==> config.mk <==
export PLATFORM = sky130hd
export DESIGN_NAME = tree_reduce_sequencer
export DESIGN_NICKNAME = d
export VERILOG_FILES = /design/src/rtl/tree_reduce_pkg.sv /design/src/rtl/reduce_valid_pipe.sv /design/src/rtl/tree_reduce_sequencer.sv
export SDC_FILE = /design/constraint.sdc
export NUM_CORES = 1
export LEC_CHECK = 0
export CAP_MARGIN = 20
export CORE_ASPECT_RATIO = 1.1
export CORE_MARGIN = 3
export CORE_UTILIZATION = 25
export CTS_CLUSTER_SIZE = 30
export DETAILED_ROUTE_END_ITERATION = 8
export GPL_TIMING_DRIVEN = 0
export HOLD_SLACK_MARGIN = 0.15
export PLACE_DENSITY = 0.56
export SYNTH_ARGS = -nofsm -noshare
export SYNTH_HDL_FRONTEND = slang
export SYNTH_SLANG_ARGS = --single-unit
export TNS_END_PERCENT = 50
==> constraint.sdc <==
create_clock -name clk -period 10.85 [get_ports clk]
set_input_delay 1.6275 -clock clk [delete_from_list [all_inputs] [get_ports clk]]
set_output_delay 1.6275 -clock clk [all_outputs]
set_load 0.01 [all_outputs]
==> src/rtl/tree_reduce_pkg.sv <==
// tree_reduce_pkg
// Shared constants, state encoding and helpers for the tree reduce sequencer
// and any other block that drives the 8-lane float32 tree adder.
//   WORD_W       float32 word width
//   LANES        tree width in words
//   MAX_CHUNKS   partial-sum buffer depth (<= LANES so one fold pass suffices)
//   FP_ZERO      +0.0, used as lane padding
package tree_reduce_pkg;

    localparam int WORD_W     = 32;
    localparam int LANES      = 8;
    localparam int MAX_CHUNKS = 8;

    localparam logic [WORD_W-1:0] FP_ZERO = 32'h0000_0000;

    typedef enum logic [2:0] {
        ST_IDLE,
        ST_FEED,
        ST_FOLD,
        ST_FOLD_WAIT,
        ST_DONE
    } state_e;

    // Requests above the buffer depth are clamped rather than rejected.
    function automatic logic [3:0] clamp_chunks(input logic [3:0] req);
        if (req > 4'(MAX_CHUNKS)) begin
            return 4'(MAX_CHUNKS);
        end
        return req;
    endfunction

endpackage

==> src/rtl/reduce_valid_pipe.sv <==
// reduce_valid_pipe
// DEPTH-deep 1-bit shift register that tracks which tree_sum cycles carry a
// result. Cleared asynchronously so in-flight results are dropped on reset.
// Ports:
//   clk      system clock, rising edge
//   rst      asynchronous active-high clear
//   in_bit   1 when the tree inputs this cycle carry real data
//   out_bit  1 when the matching tree_sum is valid (DEPTH cycles later)
module reduce_valid_pipe #(
    parameter int DEPTH = 3
) (
    input  logic clk,
    input  logic rst,
    input  logic in_bit,
    output logic out_bit
);

    logic [DEPTH-1:0] shift_q;
    logic [DEPTH-1:0] shift_d;

    always_comb begin
        shift_d = (shift_q << 1) | DEPTH'(in_bit);
    end

    always_ff @(posedge clk or posedge rst) begin
        if (rst) begin
            shift_q <= '0;
        end else begin
            shift_q <= shift_d;
        end
    end

    assign out_bit = shift_q[DEPTH-1];

endmodule

==> src/rtl/tree_reduce_sequencer.sv <==
// tree_reduce_sequencer
// Streams a row of up to 8 chunks (8 float32 words each) through the shared
// pipelined tree adder, buffers each chunk's partial sum, then sends the
// partials back through the tree once to form the row sum.
// Optional macro TREE_REDUCE_PERF_EN enables the perf_cycles counter;
// without it perf_cycles is tied to 0.
// Ports:
//   clk, rst               clock, async active-high reset
//   start, num_chunks      row request (sampled in IDLE only)
//   in_valid/in_ready      chunk handshake, in_data = 8 words, lane0 = [31:0]
//   tree_in / tree_sum     tree adder inputs / summation (TREE_LAT later)
//   busy                   high whenever not IDLE
//   out_valid/out_ready    row sum handshake, out_sum = float32 row sum
//   perf_cycles            start-to-first-out_valid cycle count
//
// state      | meaning
// IDLE       | waiting for start with num_chunks != 0
// FEED       | accepting chunks, collecting partial sums
// FOLD       | one cycle driving buffered partials into the tree
// FOLD_WAIT  | waiting for the fold result
// DONE       | out_valid held until out_ready
module tree_reduce_sequencer
    import tree_reduce_pkg::*;
#(
    parameter int TREE_LAT = 3
) (
    input  logic         clk,
    input  logic         rst,
    input  logic         start,
    input  logic [3:0]   num_chunks,
    input  logic         in_valid,
    output logic         in_ready,
    input  logic [255:0] in_data,
    output logic [255:0] tree_in,
    input  logic [31:0]  tree_sum,
    output logic         busy,
    output logic         out_valid,
    input  logic         out_ready,
    output logic [31:0]  out_sum,
    output logic [15:0]  perf_cycles
);

    state_e state_q, state_d;

    logic [3:0]        n_q, n_d;
    logic [3:0]        issued_q, issued_d;
    logic [3:0]        received_q, received_d;
    logic [2:0]        wr_ptr_q, wr_ptr_d;
    logic [WORD_W-1:0] pbuf_q [MAX_CHUNKS];
    logic [WORD_W-1:0] pbuf_d [MAX_CHUNKS];
    logic [WORD_W-1:0] out_sum_q, out_sum_d;

    logic start_accept;
    logic feed_ready;
    logic feed_accept;
    logic last_partial;
    logic pipe_in;
    logic pipe_out;

    always_comb begin
        start_accept = (state_q == ST_IDLE) && start && (num_chunks != 4'd0);
        feed_ready   = (state_q == ST_FEED) && (issued_q < n_q);
        feed_accept  = feed_ready && in_valid;
        // The final partial is being written this cycle, so FEED can end now.
        last_partial = (state_q == ST_FEED) && pipe_out && ((received_q + 4'd1) == n_q);
        pipe_in      = feed_accept || (state_q == ST_FOLD);
    end

    reduce_valid_pipe #(
        .DEPTH (TREE_LAT)
    ) u_valid_pipe (
        .clk     (clk),
        .rst     (rst),
        .in_bit  (pipe_in),
        .out_bit (pipe_out)
    );

    // state register
    always_ff @(posedge clk or posedge rst) begin
        if (rst) begin
            state_q <= ST_IDLE;
        end else begin
            state_q <= state_d;
        end
    end

    // next state
    always_comb begin
        state_d = state_q;
        case (state_q)
            ST_IDLE: begin
                if (start_accept) begin
                    state_d = ST_FEED;
                end
            end
            ST_FEED: begin
                if (last_partial) begin
                    state_d = (n_q == 4'd1) ? ST_DONE : ST_FOLD;
                end
            end
            ST_FOLD: begin
                state_d = ST_FOLD_WAIT;
            end
            ST_FOLD_WAIT: begin
                if (pipe_out) begin
                    state_d = ST_DONE;
                end
            end
            ST_DONE: begin
                if (out_ready) begin
                    state_d = ST_IDLE;
                end
            end
            default: begin
                state_d = ST_IDLE;
            end
        endcase
    end

    // datapath next values
    always_comb begin
        n_d        = n_q;
        issued_d   = issued_q;
        received_d = received_q;
        wr_ptr_d   = wr_ptr_q;
        pbuf_d     = pbuf_q;
        out_sum_d  = out_sum_q;

        if (start_accept) begin
            n_d        = clamp_chunks(num_chunks);
            issued_d   = 4'd0;
            received_d = 4'd0;
            wr_ptr_d   = 3'd0;
        end

        if (feed_accept) begin
            issued_d = issued_q + 4'd1;
        end

        if ((state_q == ST_FEED) && pipe_out) begin
            pbuf_d[wr_ptr_q] = tree_sum;
            wr_ptr_d         = wr_ptr_q + 3'd1;
            received_d       = received_q + 4'd1;
        end

        // Single-chunk rows skip the fold; the partial landing in pbuf[0]
        // this cycle is the row sum, so take it straight from tree_sum.
        if (last_partial && (n_q == 4'd1)) begin
            out_sum_d = tree_sum;
        end

        if ((state_q == ST_FOLD_WAIT) && pipe_out) begin
            out_sum_d = tree_sum;
        end
    end

    always_ff @(posedge clk or posedge rst) begin
        if (rst) begin
            n_q        <= 4'd0;
            issued_q   <= 4'd0;
            received_q <= 4'd0;
            wr_ptr_q   <= 3'd0;
            out_sum_q  <= '0;
            for (int i = 0; i < MAX_CHUNKS; i++) begin
                pbuf_q[i] <= '0;
            end
        end else begin
            n_q        <= n_d;
            issued_q   <= issued_d;
            received_q <= received_d;
            wr_ptr_q   <= wr_ptr_d;
            out_sum_q  <= out_sum_d;
            pbuf_q     <= pbuf_d;
        end
    end

    // outputs
    always_comb begin
        in_ready  = feed_ready;
        busy      = (state_q != ST_IDLE);
        out_valid = (state_q == ST_DONE);
        out_sum   = out_sum_q;
        tree_in   = '0;
        case (state_q)
            ST_FEED: begin
                if (feed_accept) begin
                    tree_in = in_data;
                end
            end
            ST_FOLD: begin
                for (int i = 0; i < LANES; i++) begin
                    tree_in[i*WORD_W +: WORD_W] = (4'(i) < n_q) ? pbuf_q[i] : FP_ZERO;
                end
            end
            default: begin
                tree_in = '0;
            end
        endcase
    end

`ifdef TREE_REDUCE_PERF_EN
    logic [15:0] perf_q, perf_d;
    logic        perf_run_q, perf_run_d;

    // Runs from the cycle after start-accept through the first DONE cycle.
    always_comb begin
        perf_d     = perf_q;
        perf_run_d = perf_run_q;
        if (start_accept) begin
            perf_d     = 16'd0;
            perf_run_d = 1'b1;
        end else if (perf_run_q) begin
            if (perf_q != 16'hFFFF) begin
                perf_d = perf_q + 16'd1;
            end
            if (state_q == ST_DONE) begin
                perf_run_d = 1'b0;
            end
        end
    end

    always_ff @(posedge clk or posedge rst) begin
        if (rst) begin
            perf_q     <= 16'd0;
            perf_run_q <= 1'b0;
        end else begin
            perf_q     <= perf_d;
            perf_run_q <= perf_run_d;
        end
    end

    assign perf_cycles = perf_q;
`else
    assign perf_cycles = 16'd0;
`endif

endmodule
==> results.cfg <==
[outcome]
status = completed

[cts]
cts_tree = built
cts_sinks = 309
cts-resized-gates = 0
cts_hold_buf = 0
post_cts_buffers = 0
cts-root-buf = clkbuf_16
cts.clk_slew.worst_paths_ns = 0.06
cts_made_buffers = 35
insertion_delay_ns = 0.54
clockBufferDepth = 3
htreeDepth = 2

[place]
place.gp.congestion = 0.834
dp_hpwl_mm = 51.6
dpl.cell_count = 2418
io_buffers = 587

[power]
p_per_area_nw_per_um2 = 285
switching_share_pct = 35.6
pwr-share-comb_pct = 48.4
seq_power_share_pct = 33.1
p_leak_nw = 9.22
internal_power_mw = 4.16
clockPowerShare_pct = 18.5
switching_power_mw = 2.30
irDropWorstVdd_v = 0.000109
power_mw = 6.45

[detailed_routing]
wl_mm = 66.7
wl_met1_mm = 27.6
wl_met2_mm = 34.6
drtPass1Iterations = 4
post_drt_via_cell_ratio = 4.88
drc = 0
vias = 12100
wl_per_cell_um = 26.9
wl_met3_mm = 3.43
drtAntennaViolNets = 0
drt_iter0_drc = 606
routed.top_layer = met5

[floorplanning]
start_util_pct = 25.6
ios = 604
die_area_um2 = 60900
chipHeight_um = 259
die_width_um = 236
core-area_um2 = 56700
rows = 91

[global_route]
antenna_found_initial = 5
grt_pass1_wl_mm = 93.1
gr-usage-all-layers_pct = 21.0
grt_max_degree = 119
overflow = 0
grt_pass1_vias = 13000

[sta]
rsz0062_at_grt = false
max_freq_mhz = 155
fin_setup_tns_ns = 0
slew_headroom_pct = 27.1
finalMaxSlewViolations = 0
tightest_slew_ns = 1.09
period_minus_slack_ns = 6.43
final-hold-violation-count = 0
fin_skew_ns = 0.0127
period_share_pct = 59.3
hold-worst-slack_ns = 0.348
setup_viol = 0

[logic_synthesis]
ys_types = 45
syn_area_per_cell_um2 = 13.6
ys_ff_latch = 309
synth_area_um2 = 14500
ys_seq_area_share_pct = 53.3
synthCells = 1068
yosys_warnings = 0

[worst_setup_path]
cp.arrival_ns = 4.81
critPathKind = input pin to output port
critPathLaunchType = input pin
worstSetupEndpointType = output port
critical_path.max_fanout = 10
required_ns = 9.22

[flow_run]
maxCapViolCount = 0

[final_layout]
nFillCells = 5500
area_delta_synth_final_pct = 55.9
final_cell_mix = clkdlybuf4s50_1 (587), dfrtp_1 (309), a22o_1 (257), mux2_2 (246), clkbuf_1 (63)
instances_no_fill = 2481
layout-drive-gt1-share_pct = 20.8
layout_commonest_cell = clkdlybuf4s50_1
num-nets-final = 2014

[min_path]
hold_path_class = flop to flop
==> cells by family after synthesis <==
group	after synthesis	share of synthesized area, %
AND/OR/NAND/NOR	63	2.62
flip-flops	309	53.3
AO/OA/AOI/OAI	282	16.8
adder cells (fa/ha/maj)	6	0.518
XOR/XNOR	8	0.483
buffers and inverters	108	3.61
other	1	0.0259
multiplexers	291	22.6
==> sequential cells by signal, summed over array words and instances (netlist names) <==
signal,cells
pbuf_q,256
out_sum,32
issued_q,4
n_q,4
received_q,4
state_q,3
u_valid_pipe.shift_q,3
wr_ptr_q,3
==> power groups by stage <==
stage / Clock, mW / Sequential [mW] / Combinational, mW
final: 1.19 / 2.14 / 3.12
after CTS: 1.23 / 2.14 / 3.17
after global placement: 0 / 2.15 / 3.09
after global routing: 1.27 / 2.20 / 3.32
after detailed placement: 0 / 2.15 / 3.15
after floorplan: 0 / 2.00 / 1.59
==> critical path, stage by stage <==
cell and delay [ns]:
clkdlybuf4s50_1 0.50, and4b_1 0.20, o21a_1 0.21, clkbuf_1 0.61, clkbuf_1 0.78, a22o_1 0.30
clkdlybuf4s50_1 0.56
==> per-layer routing <==
layer  GRT usage (%)  vias to the layer above
li1                -                     5352
met1            26.0                     6309
met3            4.33                       55
met4            4.39                        2
met2            37.8                      399
met5               0                        -
==> final timing paths <==
check,startpoint,to,slack [ns],depth (start not counted)
max,in_valid,tree_in[2],4.42,7
min,u_valid_pipe.shift_q[0],u_valid_pipe.shift_q[1],0.35,0
max reg2reg,state_q[2],pbuf_q[154],8.02,6
min reg2reg,u_valid_pipe.shift_q[0],u_valid_pipe.shift_q[1],0.35,0
max in group asynchronous,rst,pbuf_q[67],7.78,4
min in group asynchronous,rst,n_q[2],1.55,2
==> stage by stage <==
| step | setup slack (ns) | cell area, um2 | util [%] |
|---|---|---|---|
| floorplan | 0.678 | 14600 | - |
| CTS | 4.30 | 22600 | 39.9 |
| global route | 4.26 | 22600 | 39.9 |
| finish | 4.42 | 22600 | 39.9 |
| detailed placement | 4.31 | 21500 | 37.9 |
| global placement | -3.36 | 21400 | 37.7 |
==> synth_stat cells (all sizes together) <==
library cell / count / area (um2)
nor3: 4 / 35.0
clkbuf: 53 / 199
a31oi: 1 / 6.26
nor4bb: 1 / 10.0
ha: 6 / 75.1
or3: 1 / 6.26
xor2: 5 / 43.8
a21oi: 2 / 10.0
o41ai: 1 / 8.76
o32ai: 1 / 8.76
inv: 6 / 22.5
nand3b: 4 / 30.0
a221oi: 1 / 8.76
nand4b: 2 / 17.5
conb: 1 / 3.75
o21ai: 11 / 55.1
or4: 1 / 11.3
o31a: 1 / 8.76
nor2: 14 / 52.6
and4b: 1 / 10.0
o21a: 1 / 7.51
xnor2: 3 / 26.3
or2: 2 / 12.5
mux2: 290 / 3270
nor4: 1 / 12.5
a21o: 1 / 7.51
a22o: 257 / 2250
nand3: 6 / 30.0
nand4: 1 / 6.26
buf: 49 / 302
nand2b: 3 / 18.8
o22ai: 1 / 20.0
dfrtp: 309 / 7730
nand2: 18 / 67.6
nor4b: 2 / 47.6
a311oi: 2 / 30.0
and2: 2 / 12.5
mux2i: 1 / 10.0
a211oi: 2 / 20.0
==> final cells by class <==
type	instances	area (um2)	area share, %
Multi-Input combinational cell	666	6300	27.9
Tap cell	744	931	4.12
Sequential cell	309	7730	34.2
Antenna cell	3	7.51	0.0332
Inverter	6	30.0	0.133
Timing Repair Buffer	591	5970	26.4
Buffer	102	500	2.21
Clock buffer	53	1050	4.63
Clock inverter	7	93.8	0.415
(Power assumes the default switching activity.)
